$ cat src/rtl/serial_adder_ctrl_pkg.sv
// serial_adder_ctrl_pkg: shared FSM state encodings and default operand width
`ifndef SERIAL_ADDER_CTRL_PKG_SV
`define SERIAL_ADDER_CTRL_PKG_SV
package serial_adder_ctrl_pkg;
  localparam int WIDTH_DEF = 8;
  typedef enum logic [1:0] {
    ST_IDLE = 2'd0,
    ST_RUN  = 2'd1,
    ST_DONE = 2'd2
  } state_t;
endpackage
`endif

$ cat src/rtl/serial_adder_ctrl_fa.sv
// serial_adder_ctrl_fa: one-bit full-adder cell (a, b, cin -> s, cout)
module serial_adder_ctrl_fa (
  output logic s,
  output logic cout,
  input  logic a,
  input  logic b,
  input  logic cin
);
  assign s    = a ^ b ^ cin;
  assign cout = (a & b) | (cin & (a ^ b));
endmodule

$ cat src/rtl/serial_adder_ctrl.sv
// serial_adder_ctrl: bit-serial adder over one full-adder cell (clk, rst, start, a, b, cin -> busy, done, sum, cout)
module serial_adder_ctrl
  import serial_adder_ctrl_pkg::*;
#(
  parameter int WIDTH = WIDTH_DEF
) (
  input  logic             clk,
  input  logic             rst,
  input  logic             start,
  input  logic [WIDTH-1:0] a,
  input  logic [WIDTH-1:0] b,
  input  logic             cin,
  output logic             busy,
  output logic             done,
  output logic [WIDTH-1:0] sum,
  output logic             cout
);
  localparam int CW = $clog2(WIDTH);
  state_t           state;
  logic [WIDTH-1:0] a_sr, b_sr, s_sr;
  logic             carry;
  logic [CW-1:0]    cnt;
  logic             fa_s, fa_cout;
  serial_adder_ctrl_fa u_fa (
    .s    (fa_s),
    .cout (fa_cout),
    .a    (a_sr[0]),
    .b    (b_sr[0]),
    .cin  (carry)
  );
  always_ff @(posedge clk) begin
    if (rst) begin
      state <= ST_IDLE;
      a_sr  <= '0;
      b_sr  <= '0;
      s_sr  <= '0;
      carry <= 1'b0;
      cnt   <= '0;
      busy  <= 1'b0;
      done  <= 1'b0;
      sum   <= '0;
      cout  <= 1'b0;
    end else begin
      case (state)
        ST_IDLE: if (start) begin
          a_sr  <= a;
          b_sr  <= b;
          carry <= cin;
          cnt   <= '0;
          busy  <= 1'b1;
          state <= ST_RUN;
        end
        ST_RUN: begin
          carry <= fa_cout;
          s_sr  <= {fa_s, s_sr[WIDTH-1:1]};
          a_sr  <= a_sr >> 1;
          b_sr  <= b_sr >> 1;
          cnt   <= cnt + CW'(1);
          if (cnt == CW'(WIDTH - 1)) begin
            sum   <= {fa_s, s_sr[WIDTH-1:1]};
            cout  <= fa_cout;
            busy  <= 1'b0;
            done  <= 1'b1;
            state <= ST_DONE;
          end
        end
        ST_DONE: begin
          done  <= 1'b0;
          state <= ST_IDLE;
        end
        default: state <= ST_IDLE;
      endcase
    end
  end
endmodule

$ cat config.mk
export PLATFORM = sky130hd
export DESIGN_NAME = serial_adder_ctrl
export DESIGN_NICKNAME = d
export VERILOG_FILES = /design/src/rtl/serial_adder_ctrl_pkg.sv /design/src/rtl/serial_adder_ctrl_fa.sv /design/src/rtl/serial_adder_ctrl.sv
export SDC_FILE = /design/constraint.sdc
export NUM_CORES = 1
export LEC_CHECK = 0
export BUFFER_PORTS_ARGS = -buffer_cell sky130_fd_sc_hd__clkbuf_2
export CAP_MARGIN = 20
export CORE_UTILIZATION = 54
export DETAILED_ROUTE_END_ITERATION = 16
export PLACE_DENSITY = 0.8
export SLEW_MARGIN = 25
export SYNTH_ARGS = -nofsm -noshare
export SYNTH_HDL_FRONTEND = slang
export SYNTH_HIERARCHICAL = 1
export SYNTH_SLANG_ARGS = --single-unit
$ cat constraint.sdc
create_clock -name clk -period 1.5 [get_ports clk]
set_clock_uncertainty 0.1 [all_clocks]
set_input_delay 0.075 -clock clk [delete_from_list [all_inputs] [get_ports clk]]
set_output_delay 0.075 -clock clk [all_outputs]
set_load 0.1 [all_outputs]
# Word level (Yosys, flattened, before mapping)
# Cells that the tools add are included.
# totals
reg_bits,41
input_bits,20
output_inout_bits,11
elab_cells,45
# classes
n_addsub,1
n_eq_ne,5
muxes,16
n_bitwise,5
reduce_logical,8
# ops
operator,n
8-bit one-hot mux with 2 select lines,2
8-bit 2-to-1 mux,2
2-bit AND reduction,4
1-bit one-hot mux with 2 select lines,3
3-bit one-hot mux with 2 select lines,1
1-bit 2-to-1 mux,4
2-bit 2-to-1 mux,2
"2-bit != test, second input constant",2
2-bit one-hot mux with 2 select lines,1
2-bit nonzero test,2
"3-bit by 1-bit adder with 3-bit output, second input constant",1
"3-bit == test, second input constant",1
3-bit 2-to-1 mux,1
3-bit AND reduction,1
1-bit AND,2
"2-bit by 1-bit == test with 1-bit output, second input constant",1
"2-bit == test, second input constant",1
2-bit zero test,1
1-bit XOR,2
1-bit OR,1

# Depth between registers and ports, before layout
# Gate-level depths: netlist of the first run.
# depth
depth_word,4
depth_mapped,6
ltp_nobuf,5

# Modules after synthesis
# Netlist of the first run, hierarchy kept.
# by_module_without_submodules
module,n_inst,cells_each,area_per_inst_um2,seq_area_each_um2
serial_adder_ctrl,1,177,1712.9,800.8
serial_adder_ctrl_fa,1,1,20.0,0.0

# Least setup slack after synthesis of the first run
# No wires, ideal clock.
# synth_timing
path_type,register -> register
from,reg busy (netlist name)
to,reg busy
setup_ns,0.070
t_arrival_ns,1.279
required_time_ns,1.330
setup_slack_ns,0.051
path_stages_with_launch,3
n_path_buf,0
synth_period_minus_slack_ns,1.449
path_cell_list,dfxtp_1 -> o21ai_0 -> a21oi_1
# synth_rtl
element,line,rtl
"end signal, assigned",serial_adder_ctrl.sv:39,busy <= 1'b0;
"end signal, assigned",serial_adder_ctrl.sv:50,busy <= 1'b1;
"end signal, assigned",serial_adder_ctrl.sv:62,busy <= 1'b0;
"end, declared",serial_adder_ctrl.sv:13,"output logic busy,"

# Worst setup path in the final report of the first run
# layout_timing
from,reg state[0]
to,reg a_sr[2]
# layout_between
elab_chain_cells,3
word_cells_on_any_way,6
classes_between,eq/ne: 2; mux: 1; reduce/logical: 3
# layout_lines
element,line,rtl
"start, declared",serial_adder_ctrl.sv:19,state_t state;
"start signal, assigned",serial_adder_ctrl.sv:33,state <= ST_IDLE;
"start signal, assigned",serial_adder_ctrl.sv:51,state <= ST_RUN;
"start signal, assigned",serial_adder_ctrl.sv:64,state <= ST_DONE;
2-bit by 1-bit == test with 1-bit output or 2-bit zero test (tied branches),serial_adder_ctrl.sv:44,case (state)
2-bit nonzero test (no line) or 2-bit != test (tied branches),-,
2-bit AND reduction (no line),-,
"end signal, assigned",serial_adder_ctrl.sv:56,a_sr <= a_sr >> 1;
"end, declared",serial_adder_ctrl.sv:20,"logic [WIDTH-1:0] a_sr, b_sr, s_sr;"
# Several ways; a longest one is shown, not always the timed one.
# A chain may end at the register's enable or synchronous reset.

==> results of run 1 <==
-- worst min-delay path by stage --
stage                     slack [ns]                   end  depth (start not counted)
after global placement          0.21  a_sr[7]$_SDFFE_PP0P_                          3
final                           0.03  a_sr[2]$_SDFFE_PP0P_                          3
after global routing           0.007  a_sr[2]$_SDFFE_PP0P_                          3
after detailed placement        0.22  b_sr[7]$_SDFFE_PP0P_                          3
after floorplan                 0.12  a_sr[7]$_SDFFE_PP0P_                          2
after CTS                       0.03  a_sr[2]$_SDFFE_PP0P_                          3
-- cell type report --
type                       instances  area (µm²)
inverter                           2        7.51
multi-input combinational        123         830
clock buffer                       7        65.1
sequential                        40         802
tap                               44        55.1
fill                             236         887
timing repair buffer              55         407
-- sequential cells by signal (all words and copies together) (netlist names) --
register / count
cout: 1
a_sr: 8
done: 1
cnt: 3
b_sr: 8
busy: 1
sum: 8
state: 2
carry: 1
s_sr: 7
-- layout by cell type (no fill, tap or decap), types with 2 or more instances in the layout --
cell,netlist,layout
buf_4,2,6
clkbuf_2,0,30
dlygate4sd3_1,0,16
a22oi_1,4,4
clkbuf_4,0,5
buf_12,0,2
nor2_1,21,21
nor2b_1,2,2
a21oi_1,18,18
dfxtp_1,40,39
a211oi_2,16,16
o21ai_0,2,2
nand2_1,32,32
mux2i_1,16,16
clkbuf_8,0,2
inv_1,2,2
-- logic make-up after synthesis --
kind of cell | count (synthesis) | share of synthesized area (%)
flip-flops | 40 | 46.2
AO/OA/AOI/OAI | 43 | 21.1
multiplexers | 16 | 9.24
buffers and inverters | 16 | 6.64
AND/OR/NAND/NOR | 60 | 14.2
adder cells (fa/ha/maj) | 3 | 2.60
-- layer usage --
layer,share of wire [%],wire (µm),global-route usage (%)
met5,0,0,0
met1,44,1550,27.2
met3,5.3,186,4.62
met4,2.1,72,13.3
met2,49,1700,38.1
-- through the flow --
| step | std cells | setup slack [ns] |
|---|---|---|
| floorplan | 178 | 0.0507 |
| global placement | 247 | 0.115 |
| detailed placement | 247 | 0.0208 |
| CTS | 270 | 0.0789 |
| global route | 271 | -0.00412 |
| finish | 271 | 0.0530 |
-- timing repair --
action                                 4_1_cts  5_1_grt
gates cloned                                 0        1
resized for setup                            1        3
setup endpoints to repair                    2        5
endpoints found under the hold margin       16        0
hold buffers                                16        0
-- report_power, final --
group	switching, mW	leakage [nW]	internal (mW)
Sequential	0.0353	0.328	1.11
Combinational	0.162	0.515	0.153
Clock	0.334	0.0374	0.266
Total	0.531	0.881	1.53
-- tightest hold or removal path, cell delays in order --
cell      delay (ns)
clkbuf_2        0.08
mux2i_1         0.19
a211oi_2        0.10
-- cell usage after synthesis (2+ instances only) --
| master | count | area [µm²] |
|---|---|---|
| nor2_1 | 21 | 78.8 |
| nand2_1 | 32 | 120 |
| dfxtp_1 | 40 | 801 |
| buf_1 | 2 | 7.51 |
| mux2i_1 | 16 | 160 |
| a22oi_1 | 4 | 30.0 |
| o21ai_0 | 2 | 10.0 |
| a211oi_2 | 16 | 200 |
| buf_2 | 2 | 10.0 |
| a21oi_1 | 18 | 90.1 |
| buf_4 | 2 | 15.0 |
| inv_1 | 2 | 7.51 |
| buf_6 | 6 | 67.6 |
| ha_1 | 2 | 25.0 |
| clkbuf_1 | 2 | 7.51 |
| nor2b_1 | 2 | 12.5 |
==> summary.txt, run 1 <==
Run status
  – Status: complete, no violations

Timing
  – Part of the cycle the worst path needs: 96.5%
  – Final hold violations: 0
  – Worst hold slack: 0.0277 ns
  – Final setup fails: 0
  – Max Transition Viols Final: 0
  – Worst-margin pin slew: 0.558 ns
  – Fmax: 0.691 GHz
  – Setup TNS: 0 ns
  – Min Tclk post-route: 1.45 ns
  – Relative slew slack: 63.0%

Clock network
  – CTS Buffer Depth: 2
  – CTS tree: yes
  – H-tree levels: 2
  – Setup Buffers After CTS: 0
  – CTS buffer count: 5
  – Clock transition at the registers of the reported paths: 0.11 ns
  – Clk_lat worst skew: 0.36 ns
  – Root Buffer: clkbuf_4
  – Clock sinks: 40

Finish
  – Area Overhead vs Synth: 25.0%
  – Core Util, Final: 70.9%
  – N_diodes: 0
  – Layout cell share with drive strength beyond 1: 29.5%
  – Final instance area: 0.00217 mm²
  – Nets: 250

Floorplanning
  – Die area: 0.00344 mm²
  – Starting density of the core: 56.8%
  – Io pins: 31
  – Die X: 58.7 µm
  – # rows: 20
  – Chip height: 58.7 µm
  – Core box area: 0.00305 mm²

Worst hold path
  – Min-delay src: a[2]
  – Min-delay worst type: in2reg

GRT
  – GRT Residual Overflow: 0
  – Gr usage total: 22.8%
  – First-pass GRT wire length: 5790 µm
  – Pin count of the biggest net entering global routing: 41
  – Initial antenna violation count: 0
  – Number of global-route vias before repair: 1336

Logic synthesis
  – Ys Warns: 6
  – Most used DFF post-synth: dfxtp_1
  – #FFs+latches synth: 40
  – Synth Area per Inst: 9.74 µm²
  – Synthesized Nets: 201
  – Synthesized instance count: 178
  – Seq/Total Area, Yosys: 46.2%
  – Async S/R FF share, synth: 0%
  – EDFF count, synth: 0
  – Post-synthesis cell area: 0.00173 mm²
  – Number of distinct library cells after synthesis: 25

Setup path
  – CP max FO: 19
  – R2R Path End: a_sr[2]$_SDFFE_PP0P_
  – Critical path's slowest cell: dfxtp_1
  – WP data required: 1.69 ns
  – Critical Path Stages: 4
  – R2R cell count: 4
  – CP Class: reg2reg
  – CP Buf/Inv Count: 1
  – Top cell family by delay on the critical path: flip-flops
  – Worst R2R Setup Slack: 0.05 ns
  – Critical Path Sink: a_sr[2]$_SDFFE_PP0P_
  – Slowest Stage Delay on Critical Path: 0.53 ns
  – Setup crit start kind: register
  – WP data arrival: 1.63 ns
  – Crit path cell chain: o21ba_4, buf_12, nor2_1, a211oi_2
  – FF-to-FF Start: state[0]$_SDFFE_PP0P_
  – Crit. End Element: register
  – CP startpoint: state[0]$_SDFFE_PP0P_

Detailed routing
  – Vias: 1413
  – Residual DRC: 0
  – WL/cell: 12.9 µm
  – Drt first pass iters: 4
  – Overall routed net length: 3510 µm
  – Vias/cell: 5.21
  – Antenna-violating nets left: 0
  – Initial drt markers: 66

Power and ir drop
  – Pleak: 0.881 nW
  – Max VDD drop: 773 µV
  – Power Total: 2.06 mW
  – P per Cell Area: 952 mW/mm²

Placement
  – RD Place Congestion: 0.769
  – Area post-placement: 0.00192 mm²
  – # port buffers: 30
  – Detailed placement HPWL: 2380 µm

Job
  – Number of max-cap violations: 0
No activity file was read; power rests on OpenSTA's default activity.
==> run 2, diff against run 1 <==
--- a/config.mk
+++ b/config.mk
@@ -5,6 +5,7 @@
 export SDC_FILE = /design/constraint.sdc
 export NUM_CORES = 1
 export LEC_CHECK = 0
+export ABC_AREA = 1
 export BUFFER_PORTS_ARGS = -buffer_cell sky130_fd_sc_hd__clkbuf_2
 export CAP_MARGIN = 20
 export CORE_UTILIZATION = 54
==> run 2 against run 1 <==
The run now ends with setup timing left. Clock power is 17% lower. Fmax down 4.5%. Sequential share of layout area shrank 0.46 points. Combinational power grew 17%. Synthesized cell count is 46% higher.
==> summary.txt, run 2 <==
Run status
  – Status: finished, violations left
  – Failing checks: setup timing

Placement
  – Detailed placement HPWL: 2170 µm
  – Area post-placement: 0.00193 mm²
  – # port buffers: 30
  – RD Place Congestion: 0.737

Detailed routing
  – Vias/cell: 4.59
  – Residual DRC: 0
  – WL/cell: 10.2 µm
  – Antenna-violating nets left: 0
  – Vias: 1634
  – Overall routed net length: 3620 µm
  – Initial drt markers: 76
  – Drt first pass iters: 4

Worst hold path
  – Min-delay src: s_sr[2]$_SDFFE_PP0P_
  – Hold Crit Depth: 2
  – Min-delay worst type: reg2reg
  – Worst Hold End: sum[1]$_SDFFE_PP0P_

Floorplanning
  – Die X: 58.8 µm
  – Core box area: 0.00305 mm²
  – Starting density of the core: 57.1%
  – # rows: 20
  – Io pins: 31
  – Chip height: 58.8 µm
  – Die area: 0.00346 mm²

GRT
  – Pin count of the biggest net entering global routing: 25
  – GRT Residual Overflow: 0
  – First-pass GRT wire length: 6220 µm
  – Number of global-route vias before repair: 1490
  – Gr usage total: 23.9%
  – Initial antenna violation count: 0

Logic synthesis
  – Synthesized Nets: 283
  – Complex-gate fraction of the synthesized area: 5.74%
  – Top cells by count, synth: nand2_1, nor2_1, dfxtp_1
  – Combinational family with the most area after synthesis: simple AND/OR/NAND/NOR gates
  – Most used DFF post-synth: dfxtp_1
  – Ys Warns: 6
  – Seq/Total Area, Yosys: 45.9%
  – Cell with the most instances after synthesis: nand2_1
  – #FFs+latches synth: 40
  – Async S/R FF share, synth: 0%
  – Synth Area in Adders: 2.58%
  – Synth area leaders: dfxtp_1, nand2_1, nor2_1
  – Post-synthesis mux area share: 0%
  – Number of distinct library cells after synthesis: 17
  – EDFF count, synth: 0
  – Post-synthesis xor/xnor area fraction: 0%
  – Synthesized instance count: 260
  – Synth Area per Inst: 6.70 µm²
  – Post-synthesis cell area: 0.00174 mm²
  – Cell accounting for the most synthesized area: dfxtp_1
  – Simple-gate share of the synthesized area: 36.3%
  – Top cell type's share of synthesized area: 45.9%

Clock network
  – CTS Buffer Depth: 2
  – CTS buffer count: 5
  – Clock sinks: 40
  – Clock transition at the registers of the reported paths: 0.11 ns
  – CTS tree: yes
  – Clk_lat worst skew: 0.33 ns
  – H-tree levels: 2
  – Root Buffer: clkbuf_4

Finish
  – Nets: 335
  – Most common cell after layout, fill and taps aside: nand2_1
  – Final instance area: 0.00219 mm²
  – Filler cells: 281
  – N_diodes: 0
  – Most frequent cells in the layout: nand2_1, nor2_1, dfxtp_1
  – Leading registers by flop count: a_sr: 8 flops, b_sr: 8 flops, sum: 8 flops
  – Core Util, Final: 71.8%
  – Layout cell share with drive strength beyond 1: 15.7%
  – Area Overhead vs Synth: 25.8%

Setup path
  – Crit. End Element: register
  – CP max FO: 3
  – R2R cell count: 4
  – FF-to-FF Start: state[1]$_SDFFE_PP0P_
  – Worst R2R Setup Slack: -0.02 ns
  – WP data required: 1.67 ns
  – CP Class: reg2reg
  – WP data arrival: 1.69 ns
  – R2R Path End: a_sr[7]$_SDFFE_PP0P_
  – CP startpoint: state[1]$_SDFFE_PP0P_
  – Setup crit start kind: register

Power and ir drop
  – Internal: 1.46 mW
  – Power share of the sequential group: 57.3%
  – Pleak: 1.10 nW
  – Total net switching power: 0.567 mW
  – Max VDD drop: 498 µV
  – Combinational share of power: 18.3%
  – Power Total: 2.03 mW
  – Clk network pwr share: 24.4%
  – Sw Share: 28.0%
  – P per Cell Area: 924 mW/mm²

Timing
  – Relative slew slack: 63.9%
  – Min Tclk post-route: 1.52 ns
  – Max Transition Viols Final: 0
  – Final setup fails: 1
  – Part of the cycle the worst path needs: 101%
  – Setup TNS: -0.0158 ns
  – RSZ-0062 raised after global routing: yes
  – Worst-margin pin slew: 0.544 ns
  – Final worst slack: -0.0158 ns
  – Fmax: 0.660 GHz
  – Final hold violations: 0

Job
  – Number of max-cap violations: 0
## run 2: per-stage QoR
step | setup slack [ns] | instances | hold WS, ns
after detailed placement | 0.0206 | 329 | 0.239
after global routing | -0.105 | 356 | 0.385
final | -0.0158 | 356 | 0.370
after floorplan | 0.0743 | 260 | 0.139
after CTS | 0.000146 | 356 | 0.368
after global placement | 0.0935 | 329 | 0.240
## run 2: metal layers
metal / track usage [%] / vias to the layer above / wire length [µm]
li1: - / 887 / -
met1: 27.1 / 709 / 1650
met2: 42.0 / 34 / 1820
met3: 7.47 / 4 / 123
met4: 8.50 / 0 / 35
met5: 0 / - / 0
## run 2: worst max-delay path: stages (launching register included)
cell and delay, ns:
dfxtp_1 0.36, nor2_2 0.17, nand3_1 0.08, dlygate4sd3_1 0.58
a21oi_1 0.15
## run 2: power groups by stage
stage,Combinational (mW),Clock [mW],Sequential (mW)
floorplan,0.234,0,1.19
global placement,0.317,0,1.18
detailed placement,0.322,0,1.18
CTS,0.364,0.515,1.16
global route,0.418,0.577,1.17
finish,0.370,0.495,1.16
## run 2: how the worst max path moves through the flow
| stage | to | depth (start not counted) |
|---|---|---|
| finish | a_sr[7]$_SDFFE_PP0P_ | 4 |
| global route | a_sr[7]$_SDFFE_PP0P_ | 4 |
| CTS | cout$_SDFFE_PP0P_ | 5 |
| detailed placement | cout$_SDFFE_PP0P_ | 5 |
| global placement | cout$_SDFFE_PP0P_ | 5 |
| floorplan | done$_SDFFE_PP0P_ | 2 |
## run 2: layout make-up
| cell class | instances | area [µm²] | share of cell area [%] |
|---|---|---|---|
| Timing Repair Buffer | 57 | 419 | 19.1 |
| Clock inverter | 1 | 5.00 | 0.228 |
| Clock buffer | 6 | 41.3 | 1.88 |
| Multi-Input combinational cell | 185 | 785 | 35.8 |
| Tap cell | 44 | 55.1 | 2.51 |
| Sequential cell | 40 | 802 | 36.6 |
| Inverter | 23 | 86.3 | 3.94 |
## run 2: logic make-up after synthesis
kind of cell	after synthesis
AND/OR/NAND/NOR	162
AO/OA/AOI/OAI	20
flip-flops	40
adder cells (fa/ha/maj)	3
buffers and inverters	35
## run 2: timing repair
item | 4_1_cts | 5_1_grt
hold buffers | 20 | 0
buffers inserted | 0 | 0
endpoints found under the hold margin | 24 | 0
resized for setup | 0 | 4
endpoints found under the setup margin | 0 | 11
==> run 3, diff against run 2 <==
--- a/config.mk
+++ b/config.mk
@@ -8,6 +8,7 @@
 export ABC_AREA = 1
 export BUFFER_PORTS_ARGS = -buffer_cell sky130_fd_sc_hd__clkbuf_2
 export CAP_MARGIN = 20
+export CORE_MARGIN = 2
 export CORE_UTILIZATION = 54
 export DETAILED_ROUTE_END_ITERATION = 16
 export PLACE_DENSITY = 0.8
==> run 3 against run 2 <==
The run now ends clean. Die area grew 6.9%. Sequential power is essentially flat. Non-clock buffer count shrank 1. Register-to-register slack gained 0.17 ns. Critical path depth shrank 3. Cell count is the same. Power grew 9.9%. Utilization grew 0.45 points. Sequential cell count is the same. Via count shrank 0.37%. Largest power group unchanged.
==> summary.txt, run 3 (synthesized netlist as in run 2, its figures left out) <==
Run status
  – Status: complete, no violations

Detailed routing
  – Vias/cell: 4.57
  – Initial drt markers: 49
  – Overall routed net length: 3640 µm
  – Antenna-violating nets left: 0
  – Vias: 1628
  – Drt first pass iters: 4
  – WL/cell: 10.2 µm
  – Residual DRC: 0

Placement
  – Area post-placement: 0.00193 mm²
  – Detailed placement HPWL: 2270 µm
  – RD Place Congestion: 0.793
  – Placed Cells: 329
  – # port buffers: 30

Clock network
  – Setup Buffers After CTS: 0
  – Clock sinks: 40
  – CTS Buffer Depth: 2
  – Clk_lat worst skew: 0.35 ns
  – H-tree levels: 2
  – CTS buffer count: 5
  – Clock transition at the registers of the reported paths: 0.12 ns
  – Root Buffer: clkbuf_4
  – CTS tree: yes

Job
  – Number of max-cap violations: 0

Timing
  – Min Tclk post-route: 1.37 ns
  – Relative slew slack: 63.8%
  – Part of the cycle the worst path needs: 91.1%
  – Fmax: 0.732 GHz
  – Final hold violations: 0
  – Worst hold slack: 0.372 ns
  – Max Transition Viols Final: 0
  – Setup TNS: 0 ns
  – RSZ-0062 raised after global routing: no
  – Final setup fails: 0
  – Worst-margin pin slew: 0.545 ns

Worst hold path
  – Min-delay worst type: reg2reg

Floorplanning
  – Die X: 60.8 µm
  – Die area: 0.00370 mm²
  – # rows: 20
  – Core box area: 0.00305 mm²
  – Io pins: 31
  – Chip height: 60.8 µm
  – Starting density of the core: 57.1%

Power and ir drop
  – Max VDD drop: 636 µV
  – Pleak: 1.11 nW
  – P per Cell Area: 1010 mW/mm²

Finish
  – Nets: 334
  – N_diodes: 0
  – Cell Count, Final, Fillers Out: 356
  – Core Util, Final: 72.3%
  – Leading registers by flop count: a_sr: 8 flops, b_sr: 8 flops, sum: 8 flops
  – Filler cells: 280
  – Final instance area: 0.00221 mm²
  – Layout cell share with drive strength beyond 1: 15.7%
  – Most common cell after layout, fill and taps aside: nand2_1
  – Most frequent cells in the layout: nand2_1, nor2_1, dfxtp_1
  – Area Overhead vs Synth: 26.6%

Setup path
  – CP Buf/Inv Count: 1
  – WP data required: 1.32 ns
  – CP max FO: 2
  – Setup crit start kind: register
  – Slowest Stage Delay on Critical Path: 0.47 ns
  – Crit path cell chain: clkbuf_2
  – CP Class: reg2out
  – WP data arrival: 1.19 ns
  – Critical path's slowest cell: clkbuf_2
  – Top cell family by delay on the critical path: buffers and inverters
  – Crit. End Element: output pin

GRT
  – First-pass GRT wire length: 6210 µm
  – Gr usage total: 22.6%
  – Pin count of the biggest net entering global routing: 25
  – Initial antenna violation count: 0
  – GRT Residual Overflow: 0
  – Number of global-route vias before repair: 1497
-- run 3: cell count changes in the layout (fill, tap and decap cells not counted) --
| cell | change |
|---|---|
| buf_4 | +1 |
| nor2_2 | -1 |
| buf_6 | -1 |
| dlygate4sd3_1 | -1 |
| bufinv_16 | +1 |
| nor2_1 | +1 |
-- run 3: worst paths after layout --
kind / from / end / slack [ns] / depth (start not counted)
max reg2reg: cnt[0]$_SDFFE_PP0P_ / cout$_SDFFE_PP0P_ / 0.15 / 5
max: busy$_SDFFE_PP0P_ / busy / 0.13 / 1
min: s_sr[5]$_SDFFE_PP0P_ / sum[4]$_SDFFE_PP0P_ / 0.37 / 2
min reg2reg: s_sr[5]$_SDFFE_PP0P_ / sum[4]$_SDFFE_PP0P_ / 0.37 / 2
-- run 3: layout make-up --
type / instances / area (µm²) / share of cell area, %
flip-flops and latches: 40 / 802 / 36.3
clock inverters: 2 / 35.0 / 1.59
clock buffers: 6 / 41.3 / 1.87
well taps: 44 / 55.1 / 2.49
inverters: 23 / 86.3 / 3.91
multi-input cells: 185 / 782 / 35.4
repair buffers: 56 / 405 / 18.4
-- run 3: where the power goes --
part           total [mW]  switching, mW  internal, mW  leakage (nW)
logic               0.364          0.209         0.156         0.736
registers            1.16         0.0343          1.13         0.329
clock network       0.700          0.351         0.349        0.0422
-- run 3: per-layer routing --
metal  track usage, %  share of wire (%)  vias to the layer above  wire, µm
li1                 -                  -                      888         -
met2             38.7                 48                       33      1760
met5                0                  0                        -         0
met1             27.1                 47                      700      1700
met3             5.12                3.3                        7       121
met4             9.63                1.6                        0        59
-- run 3: metrics by stage --
step                power (mW)  setup WS (ns)
global route              2.35        0.00607
finish                    2.23          0.134
floorplan                 1.43         0.0743
detailed placement        1.51         0.0405
global placement          1.50         0.0961
CTS                       2.23         0.0267
-- run 3: timing repair --
| item | 4_1_cts | 5_1_grt |
|---|---|---|
| endpoints found under the setup margin | 0 | 10 |
| resized for setup | 0 | 2 |
| endpoints found under the hold margin | 24 | 0 |
| hold buffers | 19 | 0 |
